**src/rtl/serial_add16_ctrl_if.sv**
```systemverilog
// Operand/result bundle for the bit-serial adder controller.
// master drives the request, slave returns status and result.
interface serial_add16_ctrl_if #(
  parameter int WIDTH = 16
) ();
  logic             start;
  logic             sub;
  logic [WIDTH-1:0] a;
  logic [WIDTH-1:0] b;
  logic             busy;
  logic             done;
  logic [WIDTH-1:0] sum;
  logic             carry_out;
  logic             overflow;

  modport master (
    output start, sub, a, b,
    input  busy, done, sum, carry_out, overflow
  );

  modport slave (
    input  start, sub, a, b,
    output busy, done, sum, carry_out, overflow
  );
endinterface

```
**src/rtl/serial_add16_ctrl.sv**
```systemverilog
// Bit-serial add/sub controller driving one shared full adder,
// one operand bit pair per clock, LSB first.
module full_adder (
  input  logic i_a,
  input  logic i_b,
  input  logic i_c,
  output logic o_s,
  output logic o_c
);
  assign o_s = i_a ^ i_b ^ i_c;
  assign o_c = (i_a & i_b) | (i_c & (i_a ^ i_b));
endmodule

module serial_add16_ctrl #(
  parameter int WIDTH = 16
) (
  input logic               clk,
  input logic               rst_n,
  serial_add16_ctrl_if.slave bus
);
  localparam int CW = $clog2(WIDTH);

  typedef enum logic [1:0] {
    S_IDLE,
    S_RUN,
    S_DONE
  } state_t;

  state_t           r_state;
  logic [WIDTH-1:0] r_a;
  logic [WIDTH-1:0] r_b;
  logic [WIDTH-1:0] r_res;
  logic [WIDTH-1:0] r_sum;
  logic [CW-1:0]    r_cnt;
  logic             r_c;
  logic             r_busy;
  logic             r_done;
  logic             r_co;
  logic             r_ov;

  logic             w_s;
  logic             w_co;
  logic             w_last;
  logic [WIDTH-1:0] w_word;

  assign w_last = (r_cnt == CW'(WIDTH - 1));
  assign w_word = {w_s, r_res[WIDTH-1:1]};

  full_adder u_fa (
    .i_a (r_a[0]),
    .i_b (r_b[0]),
    .i_c (r_c),
    .o_s (w_s),
    .o_c (w_co)
  );

  assign bus.busy      = r_busy;
  assign bus.done      = r_done;
  assign bus.sum       = r_sum;
  assign bus.carry_out = r_co;
  assign bus.overflow  = r_ov;

  // Sequencer: latch on start, shift one bit per clock, publish at MSB.
  always_ff @(posedge clk) begin
    if (!rst_n) begin
      r_state <= S_IDLE;
      r_a     <= '0;
      r_b     <= '0;
      r_res   <= '0;
      r_sum   <= '0;
      r_cnt   <= '0;
      r_c     <= 1'b0;
      r_busy  <= 1'b0;
      r_done  <= 1'b0;
      r_co    <= 1'b0;
      r_ov    <= 1'b0;
    end else begin
      unique case (r_state)
        S_RUN: begin
          r_res <= w_word;
          r_c   <= w_co;
          r_a   <= r_a >> 1;
          r_b   <= r_b >> 1;
          r_cnt <= r_cnt + CW'(1);
          if (w_last) begin
            r_sum   <= w_word;
            r_co    <= w_co;
            r_ov    <= r_c ^ w_co;
            r_state <= S_DONE;
            r_busy  <= 1'b0;
            r_done  <= 1'b1;
          end
        end
        default: begin
          r_done <= 1'b0;
          if (bus.start) begin
            r_a     <= bus.a;
            r_b     <= bus.sub ? ~bus.b : bus.b;
            r_c     <= bus.sub;
            r_cnt   <= '0;
            r_state <= S_RUN;
            r_busy  <= 1'b1;
          end else begin
            r_state <= S_IDLE;
          end
        end
      endcase
    end
  end
endmodule

```
**src/flat_wrapper.sv**
```systemverilog
// flat-port wrapper written by rule: the top's interface ports become plain ports
module serial_add16_ctrl_flat 
#(
  parameter int WIDTH = 16
)
  (clk, rst_n, bus_start, bus_sub, bus_a, bus_b, bus_busy, bus_done, bus_sum, bus_carry_out, bus_overflow);
  serial_add16_ctrl_if #(.WIDTH(WIDTH)) bus_i ();
  input logic clk;
  input logic rst_n;
  input wire logic [$bits(bus_i.start)-1:0] bus_start;
  input wire logic [$bits(bus_i.sub)-1:0] bus_sub;
  input wire logic [$bits(bus_i.a)-1:0] bus_a;
  input wire logic [$bits(bus_i.b)-1:0] bus_b;
  output wire logic [$bits(bus_i.busy)-1:0] bus_busy;
  output wire logic [$bits(bus_i.done)-1:0] bus_done;
  output wire logic [$bits(bus_i.sum)-1:0] bus_sum;
  output wire logic [$bits(bus_i.carry_out)-1:0] bus_carry_out;
  output wire logic [$bits(bus_i.overflow)-1:0] bus_overflow;
  assign bus_i.start = bus_start;
  assign bus_i.sub = bus_sub;
  assign bus_i.a = bus_a;
  assign bus_i.b = bus_b;
  assign bus_busy = bus_i.busy;
  assign bus_done = bus_i.done;
  assign bus_sum = bus_i.sum;
  assign bus_carry_out = bus_i.carry_out;
  assign bus_overflow = bus_i.overflow;
  serial_add16_ctrl #(.WIDTH(WIDTH)) u_core (.clk(clk), .rst_n(rst_n), .bus(bus_i));
endmodule
```
**config.mk**
```make
export PLATFORM = sky130hd
export DESIGN_NAME = serial_add16_ctrl_flat
export DESIGN_NICKNAME = d
export VERILOG_FILES = /design/src/rtl/serial_add16_ctrl_if.sv /design/src/rtl/serial_add16_ctrl.sv /design/src/flat_wrapper.sv
export SDC_FILE = /design/constraint.sdc
export NUM_CORES = 1
export LEC_CHECK = 0
export CORE_MARGIN = 3
export CORE_UTILIZATION = 25
export DETAILED_ROUTE_END_ITERATION = 16
export PLACE_DENSITY = 0.41
export SKIP_LAST_GASP = 1
export SYNTH_ARGS = -nofsm -noshare
export SYNTH_HDL_FRONTEND = slang
export SYNTH_HIERARCHICAL = 1
export SYNTH_SLANG_ARGS = --single-unit
```
**constraint.sdc**
```tcl
create_clock -name clk -period 1.6 [get_ports clk]
set_input_delay 0.16 -clock clk [delete_from_list [all_inputs] [get_ports clk]]
set_output_delay 0.16 -clock clk [all_outputs]
set_load 0.005 [all_outputs]
```
==> results_dict.tcl, run 1 <==
set metrics [dict create \
    synth_area_leader_cell "dfxtp_1" \
    clk-insertion-delay-late_ps 330 \
    total_clock_buffers_created_by_cts 9 \
    path_class "flop to flop" \
    cap_violations 0 \
    full_die_area_mm2 0.0138 \
    rows 40 \
    power_per_cell_area_mw_per_mm2 1100 \
    final_layout_size_suffix_gt1_share_pct 14.1 \
    clockBufferDepth 2 \
    clock-skew-final_ps 7.35 \
    period_needed_ps 1430 \
    die_h_um 118 \
    power.ir.vdd_worst_mv 0.490 \
    place.gp.congestion 0.672 \
    drtAntennaViolNets 0 \
    synthesis.instances 314 \
    outcome "complete, no violations" \
    nets 403 \
    grt_start_max_net_pins 39 \
    timing.max_slew.rel_slack_pct 74.4 \
    drt_first_iter_violations 89 \
    synthDistinctLibCells 34 \
    drt_pass1_iterations 4 \
    antenna_found_initial 0 \
    syn_area_mm2 0.00312 \
    cts_resized 0 \
    synth_warnings 6 \
    final_hold_viol_count 0 \
    cts.hold.buffers_added 0 \
    grt-ovfl-total 0 \
    total_leakage_power_nw 1.53 \
    floorplan.initialDensity_pct 25.7 \
    rsz0062_at_grt "false" \
    stdcell_area_mm2 0.00424 \
    port_buffers 55 \
    first_global_vias 2382 \
    core_area_mm2 0.0121 \
    worst_hold_path_type "primary input to flop" \
    grt_pass1_wl_um 12400 \
    cts_post_setup_buffers_inserted 0 \
    ys_seq_area_share_pct 47.5 \
    cts.sinks 74 \
    synth_top_cell_area_share_pct 47.5 \
    total_negative_slack_for_setup_checks_ps 0 \
    timing.critical_path.fanout_max 18 \
    route.vias.total 2407 \
    syn_area_per_cell_um2 9.93 \
    end_kind "flop" \
    tritoncts "built" \
    synth_fp_nets 352 \
    timing_max_transition_violations_final 0 \
    clk_transition_reported_paths_ps 60 \
    area_growth_syn_to_layout_pct 36.1 \
    drc 0 \
    clock-root-buffer "clkbuf_16" \
    ioPinCount 56 \
    grt_usage_pct 11.2 \
    chipWidth_um 118 \
    ctsHtreeMaxLevel 3 \
    cp.arrival_ps 1650 \
    cp-start-kind "flop" \
    post-route-period-util_pct 89.7 \
    worstPathRequired_ps 1820 \
    hpwlAfterDp_um 4720 \
    routed_wire_length_per_instance_um 13.5 \
    routed_via_density 4.47 \
    max_freq_mhz 697 \
    diodes 0 \
    max_slew.worst_pin.slew_ps 375 \
    placedInstanceArea_mm2 0.00392 \
    detail_route.wirelength_um 7250 \
    finalSetupViolations 0 \
    synthTopCellsByArea "dfxtp_1 (48%), mux2i_1 (5.8%), a2111oi_2 (5.8%)" \
    flops_latches_synth 74 \
]
==> report_power, final <==
group	leakage (nW)	internal [mW]	switching (mW)	total, mW
sequential	0.604	1.92	0.0462	1.97
clock	0.156	1.40	0.767	2.17
combinational	0.770	0.272	0.253	0.525
==> sequential cells by signal, summed over array words and instances (netlist names) <==
| register | cells |
|---|---|
| u_core/r_c | 1 |
| u_core/r_b | 16 |
| u_core/bus.carry_out | 1 |
| u_core/bus.overflow | 1 |
| u_core/r_state | 2 |
| u_core/bus.sum | 16 |
| u_core/bus.busy | 1 |
| u_core/r_a | 16 |
| u_core/r_cnt | 4 |
| u_core/r_res | 15 |
| u_core/bus.done | 1 |
==> area by class of cell <==
cell class / instances / area (um^2)
clock buffers: 11 / 243
clock inverters: 5 / 77.6
fillers: 1274 / 7870
inverters: 1 / 3.75
multi-input cells: 209 / 1470
flip-flops and latches: 74 / 1480
well taps: 168 / 210
repair buffers: 70 / 758
==> worst max-delay path, stage by stage (launching register included) <==
cell and delay (ps):
dfxtp_1 370, ha_1 230, nand3_1 120, o21a_1 220
buf_12 160, a22o_1 230
==> final timing paths <==
path                                startpoint                         endpoint  slack (ps)  cells past startpoint
hold reg to reg   u_core/r_res[1]$_SDFFE_PN0P_     u_core/r_res[1]$_SDFFE_PN0P_         450                      2
hold / removal                       bus_start   u_core/r_state[0]$_SDFFE_PN0P_         290                      2
setup / recovery  u_core/r_cnt[0]$_SDFFE_PN0P_  u_core/bus.sum[12]$_SDFFE_PN0P_         170                      5
setup reg to reg  u_core/r_cnt[0]$_SDFFE_PN0P_  u_core/bus.sum[12]$_SDFFE_PN0P_         170                      5
==> per-layer routing <==
| layer | part of all wire [%] | vias up | track usage [%] | routed length [um] |
|---|---|---|---|---|
| met1 | 49 | 1122 | 15.2 | 3520 |
| met5 | 0 | - | 0 | 0 |
| met3 | 3.6 | 12 | 2.11 | 264 |
| li1 | - | 1231 | - | - |
| met2 | 45 | 42 | 17.0 | 3290 |
| met4 | 2.4 | 0 | 5.71 | 174 |
==> kinds of logic (layout without fill, tap and decap cells) <==
family	count (synthesis)	in the layout	synth area share [%]
compound gates	88	88	24.0
xor+xnor	17	17	4.78
fa+ha+maj	2	2	1.04
buf+inv	31	87	5.70
flops	74	74	47.5
mux	19	19	6.14
simple gates	83	83	10.8
==> per-stage QoR <==
step / hold slack [ps] / std cells / utilization, % / power, mW / setup slack, ps
global placement: 445 / 522 / 32.4 / 2.54 / 52.2
global route: 316 / 538 / 35.0 / 4.86 / 75.0
CTS: 288 / 538 / 35.0 / 4.74 / 157
floorplan: 307 / 314 / - / 2.33 / 198
finish: 291 / 538 / 35.0 / 4.67 / 165
detailed placement: 448 / 522 / 32.4 / 2.55 / 12.4
==> cells in the final DEF, fill, tap and decap left out, drive strengths merged, types with 2 or more instances in the layout <==
cell,instances
a2111oi,15
a211oi,18
a21oi,19
a22o,17
a31o,15
buf,16
bufinv,2
clkbuf,11
clkdlybuf4s50,54
clkinv,2
dfxtp,74
mux2i,18
nand2,36
nand3,2
nor2,37
nor3,2
o21a,3
xnor2,16
==> Yosys cell counts (all sizes together) <==
library cell,number
nand4,1
buf,24
dfxtp,74
a21oi,19
ha,1
xor2,1
xnor2,16
a211oi,18
mux2i,18
inv,1
mux2,1
nor2b,1
clkbuf,6
nand3b,1
a31o,15
a2111oi,15
nor4,1
nand2,36
nor2,37
nand2b,1
nor3b,1
nand3,2
fa,1
o21a,3
a211o,1
nor3,2
a22o,17
No activity file was read; power rests on OpenSTA's default activity.
==> run 2: changes to the inputs <==
--- a/config.mk
+++ b/config.mk
@@ -5,10 +5,12 @@
 export SDC_FILE = /design/constraint.sdc
 export NUM_CORES = 1
 export LEC_CHECK = 0
+export CELL_PAD_IN_SITES_DETAIL_PLACEMENT = 1
+export CELL_PAD_IN_SITES_GLOBAL_PLACEMENT = 1
 export CORE_MARGIN = 3
 export CORE_UTILIZATION = 25
 export DETAILED_ROUTE_END_ITERATION = 16
-export PLACE_DENSITY = 0.41
+export PLACE_DENSITY = 0.51
 export SKIP_LAST_GASP = 1
 export SYNTH_ARGS = -nofsm -noshare
 export SYNTH_HDL_FRONTEND = slang
==> run 2 against run 1 <==
Maximum frequency down 3.0%. First-iteration DRC count up 21%. Wire length up 5.4%. Cell count unchanged. Combinational power down 4%. Non-clock buffer count unchanged. Clock power up 8%. Worst hold slack better by 72 ps. Critical path depth unchanged. Via count up 2.5%. Die area unchanged. Largest cell class unchanged. Largest power group unchanged. Highest routed layer unchanged.
==> results_dict.tcl, run 2 (synthesized netlist as in run 1, its figures left out) <==
set metrics [dict create \
    drt_first_iter_violations 108 \
    port_buffers 55 \
    critical_path.cell_chain "ha_1 > nand3_1 > o21a_1 > buf_4 > a22o_1" \
    grt_start_max_net_pins 41 \
    finish.cell_count_without_fillers 538 \
    first_global_vias 2661 \
    grt_usage_pct 11.8 \
    timing_max_transition_violations_final 0 \
    cpLargestDelayFamily "compound AO/OA/AOI/OAI gates" \
    timing.max_slew.rel_slack_pct 70.1 \
    final_hold_viol_count 0 \
    crit_path_max_incr_delay_ps 390 \
    placedInstanceArea_mm2 0.00386 \
    crit_buf_inv 1 \
    routed_via_density 4.59 \
    outcome "complete, no violations" \
    cts.sinks 74 \
    path_class "flop to flop" \
    fin_worst_hold_slack_ps 363 \
    cp.arrival_ps 1700 \
    ioPinCount 56 \
    hpwlAfterDp_um 5020 \
    cap_violations 0 \
    full_die_area_mm2 0.0138 \
    cp-start-kind "flop" \
    post-route-period-util_pct 92.5 \
    max_slew.worst_pin.slew_ps 448 \
    clockBufferDepth 2 \
    drt_pass1_iterations 4 \
    clk_transition_reported_paths_ps 60 \
    cts.hold.buffers_added 0 \
    final_layout_size_suffix_gt1_share_pct 13.8 \
    clock-skew-final_ps 8.55 \
    place.gp.congestion 0.677 \
    grt_pass1_wl_um 13300 \
    drtAntennaViolNets 0 \
    nets 403 \
    end_kind "flop" \
    routed_wire_length_per_instance_um 14.2 \
    commonest_non_fill_non_tap_cell_in_the_layout "dfxtp_1" \
    rsz0062_at_grt "false" \
    clk-insertion-delay-late_ps 330 \
    antenna_found_initial 0 \
    floorplan.initialDensity_pct 25.7 \
    period_needed_ps 1480 \
    timing.critical_path.fanout_max 11 \
    worst_hold_path_type "primary input to flop" \
    diodes 0 \
    die_h_um 118 \
    route.vias.total 2468 \
    tritoncts "built" \
    grt-ovfl-total 0 \
    rows 40 \
    rrSetupSlack_ps 120 \
    cts_resized 0 \
    chipWidth_um 118 \
    detail_route.wirelength_um 7650 \
    stdcell_area_mm2 0.00420 \
    clock-root-buffer "clkbuf_16" \
    area_growth_syn_to_layout_pct 34.9 \
    finalSetupViolations 0 \
    drc 0 \
    total_leakage_power_nw 1.52 \
    power.ir.vdd_worst_mv 0.466 \
    core_area_mm2 0.0121 \
    total_negative_slack_for_setup_checks_ps 0 \
    ctsHtreeMaxLevel 3 \
    layout_common_cells "dfxtp_1 (74), clkdlybuf4s50_1 (54), nor2_1 (36), nand2_1 (36), a21oi_1 (19)" \
    total_clock_buffers_created_by_cts 9 \
    max_freq_mhz 676 \
    worstPathRequired_ps 1820 \
    cts_post_setup_buffers_inserted 0 \
    crit_slowest_cell "dfxtp_1" \
    power_per_cell_area_mw_per_mm2 1150 \
    utilization_pct 34.7 \
    total_placed_cells_including_tap_cells 522 \
]
## run 2: cell count changes in the layout (fill, tap and decap cells not counted)
cell,previous run,this run
buf_12,8,3
clkinv_4,0,1
clkbuf_1,1,2
buf_4,7,12
clkinv_2,2,0
bufinv_16,2,3
clkinvlp_4,1,0
## run 2: metrics by stage
step,setup WS [ps],total power [mW]
2_1_floorplan,198,2.33
3_3_place_gp,-31.0,2.52
3_5_place_dp,-38.2,2.53
4_1_cts,135,4.90
5_1_grt,24.4,5.05
6_report,120,4.82
## run 2: final timing paths
path,from,endpoint,depth (start not counted)
setup / recovery,u_core/r_cnt[0]$_SDFFE_PN0P_,u_core/bus.sum[9]$_SDFFE_PN0P_,5
hold / removal,bus_start,u_core/r_b[15]$_SDFFE_PP0P_,3
hold reg to reg,u_core/bus.sum[15]$_SDFFE_PN0P_,u_core/bus.sum[15]$_SDFFE_PN0P_,2
setup reg to reg,u_core/r_cnt[0]$_SDFFE_PN0P_,u_core/bus.sum[9]$_SDFFE_PN0P_,5
## run 2: cell type report
cell class | count | area [um^2]
fill | 1398 | 7910
sequential | 74 | 1480
multi-input combinational | 209 | 1470
timing repair buffer | 70 | 696
clock buffer | 12 | 246
tap | 168 | 210
clock inverter | 4 | 98.8
inverter | 1 | 3.75
## run 2: power by group
part / internal [mW] / leakage (nW) / switching, mW
logic: 0.254 / 0.747 / 0.251
clock network: 1.57 / 0.167 / 0.777
registers: 1.92 / 0.604 / 0.0479
total: 3.75 / 1.52 / 1.08
## run 2: layer usage
layer	vias up	part of all wire, %	routed length [um]	GRT usage (%)
met1	1190	47	3590	14.6
met4	0	1.8	137	5.27
met5	-	0	0	0
met3	11	4.1	310	3.03
met2	38	47	3600	19.4
li1	1229	-	-	-
## run 2: worst min-delay path, stage by stage
cell	delay, ps
buf_2	120
buf_12	240
a211oi_1	100
